**config.mk**
```make
export PLATFORM = sky130hd
export DESIGN_NAME = mdu_seq_flat
export DESIGN_NICKNAME = d
export VERILOG_FILES = /design/src/rtl/mdu_seq_if.sv /design/src/rtl/mdu_seq.sv /design/src/flat_wrapper.sv
export SDC_FILE = /design/constraint.sdc
export NUM_CORES = 1
export LEC_CHECK = 0
export CAP_MARGIN = 20
export CORE_UTILIZATION = 50
export DETAILED_ROUTE_END_ITERATION = 10
export PLACE_DENSITY = 0.72
export SYNTH_ARGS = -nofsm -noshare
export SYNTH_HDL_FRONTEND = slang
export SYNTH_SLANG_ARGS = --single-unit
```
**constraint.sdc**
```tcl
create_clock -name clk -period 4.8 [get_ports clk]
set_input_delay 0.72 -clock clk [delete_from_list [all_inputs] [get_ports clk]]
set_output_delay 0.72 -clock clk [all_outputs]
set_load 0.1 [all_outputs]
```
**src/rtl/mdu_seq_if.sv**
```systemverilog
// EX-stage to multiply/divide sequencer bus: the issue request, MTHI/MTLO writes,
// and the status and HI/LO result lines.
interface mdu_seq_if #(
  parameter int unsigned WIDTH = 32
);
  logic             start;
  logic [1:0]       op;
  logic [WIDTH-1:0] a;
  logic [WIDTH-1:0] b;
  logic             hi_we;
  logic             lo_we;
  logic [WIDTH-1:0] wdata;
  logic             busy;
  logic             done;
  logic [WIDTH-1:0] hi;
  logic [WIDTH-1:0] lo;

  modport master (
    output start, op, a, b, hi_we, lo_we, wdata,
    input  busy, done, hi, lo
  );

  modport slave (
    input  start, op, a, b, hi_we, lo_we, wdata,
    output busy, done, hi, lo
  );
endinterface

```
**src/rtl/mdu_seq.sv**
```systemverilog
// Multi-cycle MULT/MULTU/DIV/DIVU sequencer that owns HI/LO. It does one shift-add or
// shift-subtract step per cycle, and every op has a fixed latency of WIDTH+2 cycles.
module mdu_seq #(
  parameter int unsigned WIDTH = 32
) (
  input  logic         clk,
  input  logic         reset,
  mdu_seq_if.slave     bus
);

  localparam int unsigned CW = $clog2(WIDTH) + 1;
  localparam int unsigned W2 = 2 * WIDTH;

  typedef enum logic [1:0] {IDLE, CALC, FIX} state_t;

  state_t           state_q, state_d;
  logic [CW-1:0]    cnt_q, cnt_d;
  logic [W2-1:0]    acc_q, acc_d;
  logic [WIDTH-1:0] opnd_q, opnd_d;
  logic [WIDTH-1:0] a_save_q, a_save_d;
  logic             is_div_q, is_div_d;
  logic             neg_res_q, neg_res_d;
  logic             neg_rem_q, neg_rem_d;
  logic             dbz_q, dbz_d;
  logic [WIDTH-1:0] hi_q, hi_d;
  logic [WIDTH-1:0] lo_q, lo_d;
  logic             busy_q, busy_d;
  logic             done_q, done_d;

  // Operand magnitudes: the signed ops take the absolute value, the unsigned ops pass the raw value.
  logic             op_signed;
  logic [WIDTH-1:0] mag_a, mag_b;
  assign op_signed = ~bus.op[0];
  assign mag_a = (op_signed && bus.a[WIDTH-1]) ? WIDTH'(-bus.a) : bus.a;
  assign mag_b = (op_signed && bus.b[WIDTH-1]) ? WIDTH'(-bus.b) : bus.b;

  // Multiply step: add the multiplicand to the upper half, keep the carry, then shift right.
  logic [WIDTH:0]   mul_sum;
  logic [W2-1:0]    mul_step;
  assign mul_sum  = {1'b0, acc_q[W2-1:WIDTH]} + (acc_q[0] ? {1'b0, opnd_q} : '0);
  assign mul_step = {mul_sum, acc_q[WIDTH-1:1]};

  // Restoring divide step. The shifted remainder can be WIDTH+1 bits, so the compare is
  // done at that width.
  logic             div_commit;
  logic [WIDTH-1:0] div_sub;
  logic [W2-1:0]    div_step;
  assign div_commit = acc_q[W2-1:WIDTH-1] >= {1'b0, opnd_q};
  assign div_sub    = acc_q[W2-2:WIDTH-1] - opnd_q;
  assign div_step   = {(div_commit ? div_sub : acc_q[W2-2:WIDTH-1]),
                       acc_q[WIDTH-2:0], div_commit};

  // Sign correction applied in FIX.
  logic [W2-1:0]    prod_fix;
  logic [WIDTH-1:0] quo_fix, rem_fix;
  assign prod_fix = neg_res_q ? W2'(-acc_q) : acc_q;
  assign quo_fix  = neg_res_q ? WIDTH'(-acc_q[WIDTH-1:0]) : acc_q[WIDTH-1:0];
  assign rem_fix  = neg_rem_q ? WIDTH'(-acc_q[W2-1:WIDTH]) : acc_q[W2-1:WIDTH];

  always_comb begin
    state_d   = state_q;
    cnt_d     = cnt_q;
    acc_d     = acc_q;
    opnd_d    = opnd_q;
    a_save_d  = a_save_q;
    is_div_d  = is_div_q;
    neg_res_d = neg_res_q;
    neg_rem_d = neg_rem_q;
    dbz_d     = dbz_q;
    hi_d      = hi_q;
    lo_d      = lo_q;
    busy_d    = busy_q;
    done_d    = 1'b0;

    case (state_q)
      IDLE: begin
        busy_d = 1'b0;
        if (bus.start) begin
          state_d   = CALC;
          busy_d    = 1'b1;
          cnt_d     = CW'(WIDTH);
          is_div_d  = bus.op[1];
          neg_res_d = op_signed & (bus.a[WIDTH-1] ^ bus.b[WIDTH-1]);
          neg_rem_d = op_signed & bus.a[WIDTH-1];
          dbz_d     = bus.op[1] & (bus.b == '0);
          a_save_d  = bus.a;
          opnd_d    = bus.op[1] ? mag_b : mag_a;
          acc_d     = {WIDTH'(0), (bus.op[1] ? mag_a : mag_b)};
        end else begin
          if (bus.hi_we) hi_d = bus.wdata;
          if (bus.lo_we) lo_d = bus.wdata;
        end
      end
      CALC: begin
        if (cnt_q == '0) begin
          state_d = FIX;
        end else begin
          cnt_d = cnt_q - CW'(1);
          acc_d = is_div_q ? div_step : mul_step;
        end
      end
      FIX: begin
        state_d = IDLE;
        busy_d  = 1'b0;
        done_d  = 1'b1;
        if (!is_div_q) begin
          hi_d = prod_fix[W2-1:WIDTH];
          lo_d = prod_fix[WIDTH-1:0];
        end else if (dbz_q) begin
          hi_d = a_save_q;
          lo_d = '1;
        end else begin
          hi_d = rem_fix;
          lo_d = quo_fix;
        end
      end
      default: state_d = IDLE;
    endcase
  end

  always_ff @(posedge clk) begin
    if (reset) begin
      state_q   <= IDLE;
      cnt_q     <= '0;
      acc_q     <= '0;
      opnd_q    <= '0;
      a_save_q  <= '0;
      is_div_q  <= 1'b0;
      neg_res_q <= 1'b0;
      neg_rem_q <= 1'b0;
      dbz_q     <= 1'b0;
      hi_q      <= '0;
      lo_q      <= '0;
      busy_q    <= 1'b0;
      done_q    <= 1'b0;
    end else begin
      state_q   <= state_d;
      cnt_q     <= cnt_d;
      acc_q     <= acc_d;
      opnd_q    <= opnd_d;
      a_save_q  <= a_save_d;
      is_div_q  <= is_div_d;
      neg_res_q <= neg_res_d;
      neg_rem_q <= neg_rem_d;
      dbz_q     <= dbz_d;
      hi_q      <= hi_d;
      lo_q      <= lo_d;
      busy_q    <= busy_d;
      done_q    <= done_d;
    end
  end

  assign bus.busy = busy_q;
  assign bus.done = done_q;
  assign bus.hi   = hi_q;
  assign bus.lo   = lo_q;

endmodule

```
**src/flat_wrapper.sv**
```systemverilog
// flat-port wrapper written by rule: the top's interface ports become plain ports
module mdu_seq_flat 
#(
  parameter int unsigned WIDTH = 32
)
  (clk, reset, bus_start, bus_op, bus_a, bus_b, bus_hi_we, bus_lo_we, bus_wdata, bus_busy, bus_done, bus_hi, bus_lo);
  mdu_seq_if #(.WIDTH(WIDTH)) bus_i ();
  input  logic clk;
  input  logic reset;
  input wire logic [$bits(bus_i.start)-1:0] bus_start;
  input wire logic [$bits(bus_i.op)-1:0] bus_op;
  input wire logic [$bits(bus_i.a)-1:0] bus_a;
  input wire logic [$bits(bus_i.b)-1:0] bus_b;
  input wire logic [$bits(bus_i.hi_we)-1:0] bus_hi_we;
  input wire logic [$bits(bus_i.lo_we)-1:0] bus_lo_we;
  input wire logic [$bits(bus_i.wdata)-1:0] bus_wdata;
  output wire logic [$bits(bus_i.busy)-1:0] bus_busy;
  output wire logic [$bits(bus_i.done)-1:0] bus_done;
  output wire logic [$bits(bus_i.hi)-1:0] bus_hi;
  output wire logic [$bits(bus_i.lo)-1:0] bus_lo;
  assign bus_i.start = bus_start;
  assign bus_i.op = bus_op;
  assign bus_i.a = bus_a;
  assign bus_i.b = bus_b;
  assign bus_i.hi_we = bus_hi_we;
  assign bus_i.lo_we = bus_lo_we;
  assign bus_i.wdata = bus_wdata;
  assign bus_busy = bus_i.busy;
  assign bus_done = bus_i.done;
  assign bus_hi = bus_i.hi;
  assign bus_lo = bus_i.lo;
  mdu_seq #(.WIDTH(WIDTH)) u_core (.clk(clk), .reset(reset), .bus(bus_i));
endmodule
```
# Word level (Yosys, flattened, before mapping)
# Cells that the tools add are included.
[word_totals] ff_bits=206 in_bits=103 out_inout_bits=66 word_cells=79
[op_classes] n_addsub=8 magnitude_cmp=1 eq_ne=8 n_mux=32 bitwise_logic=5 n_reduce_logical=12
[op_table] operator="2-to-1 mux 32 bit" n=16
[op_table] operator="2-to-1 mux 64 bit" n=4
[op_table] operator="negator 32 bit" n=4
[op_table] operator="one-hot mux 32 bit (2 select lines)" n=2
[op_table] operator="one-hot mux 64 bit (2 select lines)" n=1
[op_table] operator="negator 64 bit" n=1
[op_table] operator="adder 32 x 33 -> 33 bit" n=1
[op_table] operator=">= comparator 33 x 32 -> 1 bit" n=1
[op_table] operator="logical NOT 32 bit" n=1
[op_table] operator="subtractor 32 bit" n=1
[op_table] operator="2-to-1 mux 6 bit" n=2
[op_table] operator="one-hot mux 6 bit (2 select lines)" n=1
[op_table] operator="inequality test 2 bit (second input constant)" n=5
[op_table] operator="AND reduction 3 bit" n=3
[op_table] operator="logical NOT 6 bit" n=1
[op_table] operator="subtractor 6 x 1 -> 6 bit (second input constant)" n=1
[op_table] operator="2-to-1 mux 2 bit" n=2
[op_table] operator="one-hot mux 2 bit (2 select lines)" n=1
[op_table] operator="AND reduction 2 bit" n=2
[op_table] operator="nonzero test 2 bit" n=2
[op_table] operator="bitwise AND 1 bit" n=3
[op_table] operator="== test 2 x 1 -> 1 bit (second input constant)" n=1
[op_table] operator="== test 2 bit (second input constant)" n=1
[op_table] operator="logical AND 1 bit" n=2
[op_table] operator="6 further kinds" n=7

# Longest topological paths before layout
[depth] depth_word=6 ltp_mapped=14 mapped_depth_nobuf=13

# Least setup slack after synthesis
# No wires, ideal clock.
[synth_timing] kind="register to register" startpoint="reg u_core.acc_q[0]" endpoint="reg u_core.acc_q[61]" setup_time_ns=0.117 arrival_time_ns=3.161 required_ns=4.683 slack_ns=1.521 stages_incl_launch_ff=14 n_path_buf=2 cell_sequence="dfxtp_1 > inv_1 > clkbuf_1 > nor2_1 > ha_1 > clkbuf_1 > nand2_1 > o21ai_0 > o2111ai_1 > a21oi_1 > o21ai_0 > o21ba_2 > or4b_2 > a32o_1"
[synth_between] elab_chain_len=5
[synth_lines] element="start: declaration" line="mdu_seq.sv:18" rtl="logic [W2-1:0] acc_q, acc_d;"
[synth_lines] element="start signal: assignment" line="mdu_seq.sv:125" rtl="acc_q <= '0;"
[synth_lines] element="start signal: assignment" line="mdu_seq.sv:139" rtl="acc_q <= acc_d;"
[synth_lines] element="2-to-1 mux 32 bit" line="mdu_seq.sv:40" rtl="assign mul_sum = {1'b0, acc_q[W2-1:WIDTH]} + (acc_q[0] ? {1'b0, opnd_q} : '0);"
[synth_lines] element="adder 32 x 33 -> 33 bit" line="mdu_seq.sv:40"
[synth_lines] element="2-to-1 mux 64 bit" line="mdu_seq.sv:99" rtl="acc_d = is_div_q ? div_step : mul_step;"
[synth_lines] element="2-to-1 mux 64 bit" line="mdu_seq.sv:95" rtl="if (cnt_q == '0) begin"
[synth_lines] element="one-hot mux 64 bit (2 select lines)" line="mdu_seq.sv:75" rtl="case (state_q)"
# Every way passes these cells. The select of a mux whose other input is x is not followed.
# A chain may end at the register's enable or synchronous reset.

# Final worst setup path
# Ends and elaborated chain as after synthesis.

==> results by group <==
Run status
  – Status: completed

Route
  – Drt first pass iters: 6
  – Final ANT Viol Nets: 0
  – Number of remaining DRC errors: 0
  – WL/cell: 24.2 um
  – Vias per inst: 6.48
  – Post-Route WL: 68,900 um
  – Via count: ~18k
  – Starting DRT DRC Count: between 2k and 2.5k

STA
  – Slew HR: 21.0%
  – Final hold violations: 0
  – Setup tns final: 0 ns
  – Final min period: 3.90 ns
  – Final setup violation count: 0
  – Maximum operating frequency: 256 MHz
  – Worst Setup Slack, final: 0.901 ns
  – Crit share post-route: 81.2%
  – Final slew viol count: 0
  – Unrepaired setup endpoints after global routing: false
  – Clock skew: 0.0243 ns
  – Worst-Margin Slew: between 1 and 1.5 ns
  – WHS: about 0.45 ns

Yosys
  – Mean area per synthesized cell: 7.31 um2
  – Syn. warnings: 0
  – Synth top area share: approximately a quarter
  – FF+latch count, synth: 206
  – Commonest cells post-synth: nand2_1, a21oi_1, nor2_1, dfxtp_1, o21ai_0
  – Synth area leader: dfxtp_1
  – Cell with the most instances after synthesis: nand2_1
  – Post-synth cell types: between 70 and 80
  – Syn Inst Count: around 2.3k
  – Register area share after synthesis: between 20% and 30%
  – Synthesized Nets: 2,470
  – Post-Syn Area: 16,800 um2
  – EDFF count, synth: 0
  – FFs w/ async S/R, synth: 0%
  – Synth Flop Type: dfxtp_1
  – Synth top area cells: dfxtp_1, a21oi_1, xnor2_1

Global routing
  – First-pass GRT wire length: 102,000 um
  – Vias in the first global route: 16.7k
  – Initial antenna violation count: 2
  – Tot GR Track Use: 39.2%
  – Grt ovf: 0
  – Largest net degree at the start of global routing: between 70 and 80

Worst setup path
  – Startpoint Class: flop
  – Beginning of the critical path: u_core.acc_q[0]
  – R2R depth: 13
  – WS Path Type: reg2reg
  – Max incr delay on CP: 0.63 ns
  – Worst path required time: 5.27 ns
  – Slowest CP cell: or4b_2
  – Critical path endpoint: u_core.acc_q[61]
  – Reg2reg setup slack: 0.90 ns
  – RR Endpoint: u_core.acc_q[61]
  – CP max FO: 6
  – Critical Path End Type: flop
  – Reg-to-reg startpoint: u_core.acc_q[0]
  – Critical-path cell list: and2_1, ha_1, inv_1, fa_1, nor2b_1, o31a_1, o311a_1, o2111ai_1, a21oi_1, o21ai_0, o21ba_2, or4b_2, a32o_1
  – Crit path arrival time: 4.37 ns

Hold path
  – Hold depth: 2
  – Worst min path class: reg2reg

Die
  – Initial Util: 51.2%
  – I/O pin total: between 150 and 200
  – Die H: about 190 um
  – Die Footprint: 34,300 um2
  – Core footprint: 32,800 um2
  – Die W: 185 um
  – Rows: 66

Pwr
  – Tot Pwr: 0.00767 W
  – Leak: 7.51 nW
  – Power Density: 387 nW/um2
  – VDD IR max: 355 uV

Layout
  – Filler instances: 3,117
  – Final core occ: 60.4%
  – Ant. Diodes: 0
  – Layout area overhead: 18.0%
  – # nets final: about 2.6k
  – Layout cells sized above 1: just under 7%

Clock tree
  – Clock root buffer: clkbuf_16
  – CTS Buf Count: 26
  – TritonCTS clock tree: built
  – Clk sinks: 206
  – Hold_buf cts: 0
  – # resized after CTS: 0
  – H-Tree Depth: 1
  – Clk_lat worst skew: 0.58 ns
  – Postcts setup bufs: 0
  – Clock Pin Slew Worst Setup and Hold Paths: about 0.060 ns
  – CTS max path bufs: 3

Placed design
  – Pre-CTS setup slack: 0.818 ns
  – DP Wirelength: 52,500 um
  – GPL Wtd Cong: 1.01
  – Port-buffer cells: 168

Run
  – Max-Cap Viols: 0
[cells in the final DEF (no fill, tap or decap), types with 14 or more instances in the layout]
cell type	netlist	layout
a221oi_1	17	17
xor2_1	77	77
xnor2_1	126	126
o211ai_1	46	46
nor2_1	210	209
nor3_1	49	49
a211oi_1	34	34
o22ai_1	14	14
inv_1	72	72
o31ai_1	39	39
buf_4	0	70
or4_1	20	20
clkbuf_16	0	26
nor4_1	21	21
a22oi_1	37	37
nand2b_1	15	15
clkdlybuf4s50_1	0	166
or3_1	19	19
mux2i_1	86	86
nand4_1	17	17
nand3_1	25	25
nand2_1	264	263
ha_1	70	70
dfxtp_1	206	203
o21ai_0	169	169
a21o_1	24	24
a21oi_1	249	247
[stage by stage]
step,cell area [um2],instances
6_report,19800,2840
5_1_grt,19800,2840
4_1_cts,19800,2840
3_5_place_dp,18900,2794
3_3_place_gp,18900,2794
2_1_floorplan,16800,2295
[worst max-delay path, delay by kind of cell (launching register included)]
| family | cells | cell delay (ns) |
|---|---|---|
| AOI/OAI and AO/OA | 7 | 1.60 |
| DFF | 1 | 0.53 |
| buffers and inverters | 1 | 0.06 |
| and+or+nand+nor | 3 | 0.99 |
| adders and majority gates | 2 | 0.60 |
[worst min-delay path by stage]
stage / from / end / slack [ns]
6_report: u_core.bus.hi[16] / u_core.bus.hi[16] / 0.45
5_1_grt: u_core.opnd_q[8] / u_core.opnd_q[8] / 0.47
4_1_cts: u_core.bus.hi[16] / u_core.bus.hi[16] / 0.45
3_5_place_dp: u_core.bus.hi[16] / u_core.bus.hi[16] / 0.45
3_3_place_gp: u_core.bus.hi[16] / u_core.bus.hi[16] / 0.44
2_1_floorplan: u_core.opnd_q[16] / u_core.opnd_q[16] / 0.43
[sequential cells by signal, summed over array words and instances, names as in the netlist]
register          cells
u_core.is_div_q       1
u_core.acc_q         64
u_core.state_q        2
u_core.opnd_q        32
u_core.bus.busy       1
u_core.neg_rem_q      1
u_core.bus.done       1
u_core.cnt_q          6
u_core.bus.hi        32
u_core.a_save_q      32
u_core.dbz_q          1
u_core.bus.lo        32
u_core.neg_res_q      1
[routing by layer]
metal / up-vias / share of wire, % / wire length (um) / global-route usage (%)
met1: 8772 / 42 / 29200 / 53.8
met5: - / 0.019 / 13 / 0
met4: 2 / 5.4 / 3720 / 19.5
li1: 8459 / - / - / -
met3: 169 / 9.9 / 6850 / 6.78
met2: 989 / 42 / 29100 / 58.7
[cell type report]
| class | instances | area (um2) | area share, % |
|---|---|---|---|
| multi-input combinational | 1835 | 11700 | 59.2 |
| sequential | 206 | 4130 | 20.9 |
| timing repair buffer | 237 | 2190 | 11.1 |
| clock buffer | 36 | 748 | 3.78 |
| tap | 442 | 553 | 2.79 |
| inverter | 74 | 278 | 1.40 |
| clock inverter | 10 | 175 | 0.885 |
[power breakdown]
part	internal [W]	total, W	leakage [nW]	switching (W)
clock network	0.00130	0.00217	0.450	0.000866
registers	0.00193	0.00218	1.69	0.000252
logic	0.00107	0.00331	5.37	0.00224
[kinds of logic after synthesis]
logic type      Yosys count  synth area share, %
buf+inv                 254                 5.78
compound gates          755                 28.4
mux                      91                 5.46
xor+xnor                203                 10.6
fa+ha+maj                72                 5.46
simple gates            714                 19.7
flops                   206                 24.6
No activity file was read; power rests on OpenSTA's default activity.
==> variant, RTL diff (same settings) <==
Reset style: asynchronous (`reset`), changed in one clocked block.
--- a/src/rtl/mdu_seq.sv
+++ b/src/rtl/mdu_seq.sv
@@ -118,7 +118,7 @@
     endcase
   end
 
-  always_ff @(posedge clk) begin
+  always_ff @(posedge clk or posedge reset) begin
     if (reset) begin
       state_q   <= IDLE;
       cnt_q     <= '0;
Behaviour: differs if reset is asserted again (counterexample within 4 cycles, from zero or initial values and one cycle with reset high); with reset held inactive, the same outputs for 10 cycles.
==> variant against the unedited design <==
Utilization decreased by 0.66 points; sequential cell count unchanged; design area increased by 1.4%; synthesized area increased by 2.2%; worst setup slack got worse by 0.091 ns; routed wire length decreased by 3.9%; synthesized cell count decreased by 4.1%.
Power is not compared: it rests on default switching activity, and its combinational part moved more than twofold at a synthesized area within 25%.
==> variant: results (changes against the unedited design) <==
[placement]
dp_cells = 2704  ; -3.2%
dpl.hpwl_um = 49900  ; -5.0%
pre_cts_slack_ns = 0.811  ; -0.00671 ns
place_congestion = 1.01  ; +0.12%

[synthesis]
synth_nets = 2377  ; -3.8%
syn_inst = 2202  ; -4.1%
ys_seq_area_frac = 0.301  ; +0.0549
synth_common_cells = 291 x nand2_1, 206 x dfrtp_1, 203 x o21ai_0

[floorplan]
rows = 67  ; +1.5%

[sta]
relSlewSlack = 0.272  ; +0.0612
clock_skew_ns = 0.0128  ; -0.0115 ns

[finish]
inverters = 71  ; -4.1%
drive_gt1_frac = 0.0564  ; -0.0120
buf_share = 0.103  ; -0.00797
seq_share = 0.257  ; +0.0484
multi_input_area_um2 = 11100  ; -5.7%
layout.nets = 2460  ; -3.7%
fill_cells = 3074  ; -1.4%
area_share_clock_buf_inv = 0.0483  ; +0.00165
nClkBuffers = 34  ; -5.6%

[grt]
antenna_found_initial = 4  ; +2

[route]
wl_met3_um = 6620  ; -3.3%
drt-met1-wl_um = 28200  ; -3.5%
wl_per_cell_um = 24.0  ; -0.81%

[worst_setup_path]
cp_max_fo = 12  ; +6
rr_worst_depth = 12  ; -1
slowest_delay_ns = 0.55  ; -0.08 ns

[status]
status = finished, final reports clean

-- variant: changes by cell type in the layout (fill, tap and decap cells not counted), moves of 10 or more --
cell and change:
o211ai_1 +26, a21oi_1 -51, nand2_1 +28, nor3_1 -10, a22oi_1 -19, o21ai_0 +33, dfrtp_1 +203, nor2_1 -21
buf_4 -28, dfxtp_1 -203, o22ai_1 +25, a211oi_1 -17, mux2i_1 -35
-- variant: worst reg2reg max path, delay by kind of cell (launching register included) --
family	cells	cell delay, ns
AO/OA/AOI/OAI	7	1.90
multiplexers	1	0.28
buffers and inverters	2	0.52
flip-flops	1	0.55
adder cells (fa/ha/maj)	1	0.47
AND/OR/NAND/NOR	1	0.13
-- variant: cell families (layout without fill, tap and decap cells) --
logic type / count (synthesis) / in the layout / share of synthesized area
compound gates: 742 / 742 / 0.272
simple gates: 700 / 700 / 0.185
buf+inv: 230 / 333 / 0.0557
flops: 206 / 206 / 0.301
xor+xnor: 198 / 198 / 0.101
fa+ha+maj: 72 / 72 / 0.0534
mux: 54 / 54 / 0.0317
-- variant: final timing paths --
path,startpoint,endpoint,slack (ns)
setup reg to reg,u_core.acc_q[42],u_core.acc_q[62],0.81
max in group asynchronous,reset,u_core.acc_q[17],3.40
setup / recovery,u_core.acc_q[42],u_core.acc_q[62],0.81
min in group asynchronous,reset,u_core.opnd_q[1],0.53
hold reg to reg,u_core.bus.hi[29],u_core.bus.hi[29],0.48
hold / removal,u_core.bus.hi[29],u_core.bus.hi[29],0.48
-- variant: per-layer routing --
metal  GRT usage  vias up
li1            -     8116
met1       0.528     8517
met2       0.561     1038
met3      0.0630      166
met4       0.151        6
met5           0        -
-- variant: where the power goes --
part           internal, uW  switching (uW)
clock network          1380             847
logic                  4360            7850
registers              2600            1340
